`src/rtl/cnn_out_sched.sv`:
```
// cnn_out_sched: sweeps the X grid through the CNN output function into Y.
// Optional: define CNN_SAT_GUARD_EN to map the most negative X to -1.
module eq2 #(
  parameter int W = 17
) (
  input  logic signed [W-1:0] x,
  output logic signed [W-1:0] y
);

  logic signed [W-1:0] xp, xm, ap, am, d;

  // Y = (|X+1| - |X-1|) / 2, all terms wrap at W bits
  always_comb begin
    xp = x + W'(1);
    xm = x - W'(1);
    ap = xp[W-1] ? -xp : xp;
    am = xm[W-1] ? -xm : xm;
    d  = ap - am;
    y  = d >>> 1;
  end

endmodule

module cnn_out_sched #(
  parameter int WIDTH  = 9,
  parameter int ROWS   = 8,
  parameter int COLS   = 8,
  parameter int ADDR_W = 6,
  parameter int ITER_W = 8
) (
  input  logic                      clk,
  input  logic                      rst,
  input  logic                      start,
  input  logic [ITER_W-1:0]         num_iter,
  output logic                      busy,
  output logic                      done,
  output logic [ITER_W-1:0]         iter_cnt,
  output logic                      x_rd_en,
  output logic [ADDR_W-1:0]         x_rd_addr,
  input  logic signed [2*WIDTH-2:0] x_rd_data,
  output logic                      y_wr_en,
  output logic [ADDR_W-1:0]         y_wr_addr,
  output logic signed [2*WIDTH-2:0] y_wr_data,
  input  logic                      y_wr_ready
);

  localparam int XW    = 2 * WIDTH - 1;
  localparam int CELLS = ROWS * COLS;
  localparam logic [ADDR_W-1:0] LAST = ADDR_W'(CELLS - 1);

  typedef enum logic [2:0] {
    IDLE, RD, LAT, WR, DONE
  } state_t;

  state_t state, nxt;

  logic [ADDR_W-1:0]   addr, addr_n;
  logic [ITER_W-1:0]   iter, iter_n;
  logic [ITER_W-1:0]   num, num_n;
  logic signed [XW-1:0] ydat, ydat_n;
  logic signed [XW-1:0] fy, yv;

  eq2 #(.W(XW)) u_eq2 (
    .x (x_rd_data),
    .y (fy)
  );

`ifdef CNN_SAT_GUARD_EN
  localparam logic signed [XW-1:0] XMIN =
    {1'b1, {(XW-1){1'b0}}};
  assign yv = (x_rd_data == XMIN) ? '1 : fy;
`else
  assign yv = fy;
`endif

  always_comb begin
    nxt    = state;
    addr_n = addr;
    iter_n = iter;
    num_n  = num;
    ydat_n = ydat;
    unique case (state)
      IDLE: begin
        if (start) begin
          if (num_iter != '0) begin
            num_n  = num_iter;
            addr_n = '0;
            iter_n = '0;
            nxt    = RD;
          end else begin
            nxt = DONE;
          end
        end
      end
      RD: nxt = LAT;
      LAT: begin
        ydat_n = yv;
        nxt    = WR;
      end
      WR: begin
        if (y_wr_ready) begin
          if (addr != LAST) begin
            addr_n = addr + ADDR_W'(1);
            nxt    = RD;
          end else if (iter != num - ITER_W'(1)) begin
            addr_n = '0;
            iter_n = iter + ITER_W'(1);
            nxt    = RD;
          end else begin
            nxt = DONE;
          end
        end
      end
      DONE: nxt = IDLE;
      default: nxt = IDLE;
    endcase
  end

  always_ff @(posedge clk) begin
    if (rst) begin
      state <= IDLE;
      addr  <= '0;
      iter  <= '0;
      num   <= '0;
      ydat  <= '0;
    end else begin
      state <= nxt;
      addr  <= addr_n;
      iter  <= iter_n;
      num   <= num_n;
      ydat  <= ydat_n;
    end
  end

  assign busy      = (state == RD) || (state == LAT) ||
                     (state == WR);
  assign done      = (state == DONE);
  assign x_rd_en   = (state == RD);
  assign x_rd_addr = addr;
  assign y_wr_en   = (state == WR);
  assign y_wr_addr = addr;
  assign y_wr_data = ydat;
  assign iter_cnt  = iter;

endmodule

```
`config.mk`:
```
export PLATFORM = sky130hd
export DESIGN_NAME = cnn_out_sched
export DESIGN_NICKNAME = d
export VERILOG_FILES = /design/src/rtl/cnn_out_sched.sv
export SDC_FILE = /design/constraint.sdc
export NUM_CORES = 1
export LEC_CHECK = 0
export ABC_AREA = 0
export BUFFER_PORTS_ARGS = -buffer_cell sky130_fd_sc_hd__buf_4
export CAP_MARGIN = 20
export CELL_PAD_IN_SITES_DETAIL_PLACEMENT = 0
export CELL_PAD_IN_SITES_GLOBAL_PLACEMENT = 1
export CORE_MARGIN = 4
export CORE_UTILIZATION = 39
export CTS_CLUSTER_SIZE = 25
export DETAILED_ROUTE_END_ITERATION = 8
export GPL_TIMING_DRIVEN = 1
export PLACE_DENSITY_LB_ADDON = 0.05
export RECOVER_POWER = 100
export REMOVE_ABC_BUFFERS = 1
export SLEW_MARGIN = 20
export SYNTH_ARGS = -nofsm -noshare
export SYNTH_HDL_FRONTEND = slang
export SYNTH_SLANG_ARGS = --single-unit
```
`constraint.sdc`:
```
create_clock -name clk -period 4.3 [get_ports clk]
set_input_delay 0.215 -clock clk [delete_from_list [all_inputs] [get_ports clk]]
set_output_delay 0.215 -clock clk [all_outputs]
set_load 0.01 [all_outputs]
```
==> qor.txt <==
HPWL Detailed: 10400 µm
RR Endpoint: iter_cnt[7]
DRC: 0
Average wire per standard cell: 16.0 µm
Final hold vios: 0
Worst Hold End: state[1]
Min-delay src: y_wr_ready
Synth Area in Compound Gates: 22.1%
Post-Syn Area: 4610 µm²
Yosys warnings: 0
Share of cells above drive strength 1: 13.7%
R2R depth: 8
Synth unique cells: 84
Flop pwr share: 30.8%
EDFF count, synth: 0
Initial core utilization: 40.1%
Nets@finish: 720
Worst-Skew Late Latency: 0.28 ns
Simple-gate portion of the synthesized area: 27.7%
First-pass GRT wire length: 20900 µm
Leakage power: 1.88 nW
Ports: 70
Fin cells: 813
Area share of the largest cell type after synthesis: 17.8%
Initial antenna violation count: 0
Switching Share: 36.9%
Synthesized-area fraction occupied by xor and xnor cells: 15.8%
Mux cell area share after synthesis: 1.95%
Antenna Nets Post-Route: 0
Via count: 4523
Sink Count: 41
Port Buf Inserts: 69
Vias in the first global route: 4283
WHS Path Cells: 2
Hold_buf cts: 0
CTS max path bufs: 2
RD Place Congestion: 0.855
Clk network pwr share: 25.5%
Startpoint types: input pin
Synth area leader: dfxtp_1
Logic pwr share: 43.7%
Syn avg cell area: 7.50 µm²
Overall power: 1.42 mW
Critical Path RT: 4.48 ns
Skew final: 0.00401 ns
Row count: 39
Status: completed
Largest net degree at the start of global routing: 34
Pint: 897 µW
Pre-antenna DRT Iters: 5
Max-cap violation count: 0
Antenna diode count: 0
VDD IR max: 0.149 mV
# Post-CTS Setup Buffers: 0
Adder-Cell Fraction of Synth Area: 6.13%
HP Class: in -> reg
Full die area: 13600 µm²
Fin crit period: 4.03 ns
Ys flop type: dfxtp_1
TNS Setup: 0 ns
CTS tree: done
Clk pin slew, worst setup/hold paths: 0.06 ns
Initial DRC Count: 163
Register area share after synthesis: 17.8%
NetSw: 524 µW
Die Width: 117 µm
Largest cells by area after synthesis: dfxtp_1 18%, xnor2_1 11%, nor2_1 5.9%
Inserted Clock Buffers: 5
CP Capture Type: flip-flop
All-Layer GR Usage: 18.9%
Fin crit share: 93.8%
Total Wirelength: 13000 µm
Peak Freq: 0.248 GHz
Via density: 5.56
R2R setup slack: 1.31 ns
# placed instances: 805
Htree depth: 2
Register bit total from synthesis: 41
CORE AREA: 11500 µm²
Largest family of logic cells by synthesized area: simple AND/OR/NAND/NOR gates
CTS root buf: clkbuf_16
Slew Viols, Final: 0
Worst R2R Start: num[2]
Worst Path Arrival: 4.21 ns
Most instantiated cells after synthesis: 73 x nor2_1, 59 x xnor2_1, 55 x nand2_1, 41 x a21oi_1, 41 x dfxtp_1
Gr ovfl total: 0
Max_slew headroom: 28.7%
Final Setup Violations: 0
Crit Path Max Fanout: 8
Top-count cell post-synth: nor2_1
Power Dens Cells: 275 nW/µm²
Die Ht: 117 µm
Fraction of registers with async set/reset: 0%
Post-Syn Instances: 615
Area grow syn2layout: 11.9%
WS Path Type: in -> reg
Worst-Margin Slew: 1.06 ns
Post-CTS Resized: 0
RSZ-0062 raised after global routing: no
layer usage:
layer | global-route usage (%) | wire (µm) | vias to the layer above
met2 | 34.4 | 6440 | 101
met4 | 7.26 | 415 | 0
met3 | 1.81 | 436 | 25
met1 | 22.8 | 5680 | 2099
met5 | 0 | 0 | -
li1 | - | - | 2298
worst max path at each step:
stage,from,end,slack (ns),cells after the start
6_report,x_rd_data[0],y_wr_data[15],0.27,19
3_3_place_gp,x_rd_data[0],y_wr_data[15],-0.04,20
5_1_grt,x_rd_data[0],y_wr_data[12],0.03,21
4_1_cts,x_rd_data[0],y_wr_data[15],0.27,19
2_1_floorplan,x_rd_data[0],y_wr_data[12],0.26,19
3_5_place_dp,x_rd_data[0],y_wr_data[15],-0.02,19
critical path: stages:
cell and delay, ns:
buf_4 0.13, inv_1 0.13, ha_1 0.19, buf_4 0.16, or4b_1 0.53, o41ai_4 0.33
a311oi_2 0.11, a211oi_4 0.32, a21oi_1 0.13, xnor2_1 0.19, ha_1 0.31, o21ai_0 0.17
o21bai_1 0.10, a21o_1 0.20, a211oi_1 0.29, o31a_2 0.24, a21oi_1 0.09, xnor2_1 0.13
a22o_1 0.23
metrics by stage:
stage / utilization, % / instance area, µm² / setup WS (ns) / hold slack (ns)
floorplan: - / 4280 / 0.260 / 0.284
global placement: 45.1 / 5190 / -0.0433 / 0.448
detailed placement: 45.1 / 5190 / -0.0185 / 0.451
CTS: 46.3 / 5330 / 0.274 / 0.152
global route: 44.8 / 5160 / 0.0299 / 0.179
finish: 44.8 / 5160 / 0.269 / 0.161
cell usage in the layout (no fill, tap or decap), drive strengths merged, types with 12 or more instances in the layout:
master / instances
o21ai: 25
nand3: 16
nand2: 56
nor3: 18
a21oi: 41
inv: 16
buf: 54
nand4: 12
clkbuf: 47
xor2: 24
nor2: 73
xnor2: 59
dfxtp: 41
ha: 21
registers in the layout, summed over array words and instances, names as in the netlist:
| signal | flops |
|---|---|
| y_wr_data | 16 |
| iter_cnt | 8 |
| num | 8 |
| x_rd_addr | 6 |
| state | 3 |
cell families after synthesis:
logic type / Yosys count
buffers and inverters: 66
xor gates and xnor gates: 83
muxes: 9
and+or+nand+nor: 248
DFF: 41
AOI/OAI and AO/OA: 145
adders and majority gates: 22
other: 1
power groups by stage:
stage	logic [mW]	clock network (mW)	registers, mW
2_1_floorplan	0.417	0	0.451
3_3_place_gp	0.643	0	0.447
3_5_place_dp	0.647	0	0.447
4_1_cts	0.651	0.374	0.439
5_1_grt	0.698	0.395	0.442
6_report	0.621	0.362	0.438
final cells by class:
| class | instances | area [µm²] |
|---|---|---|
| Clock buffer | 5 | 125 |
| Fill cell | 1244 | 6350 |
| Timing Repair Buffer | 96 | 563 |
| Clock inverter | 3 | 17.5 |
| Tap cell | 143 | 179 |
| Multi-Input combinational cell | 508 | 3390 |
| Sequential cell | 41 | 821 |
| Inverter | 17 | 63.8 |
Power figures use the tool's default switching activity.
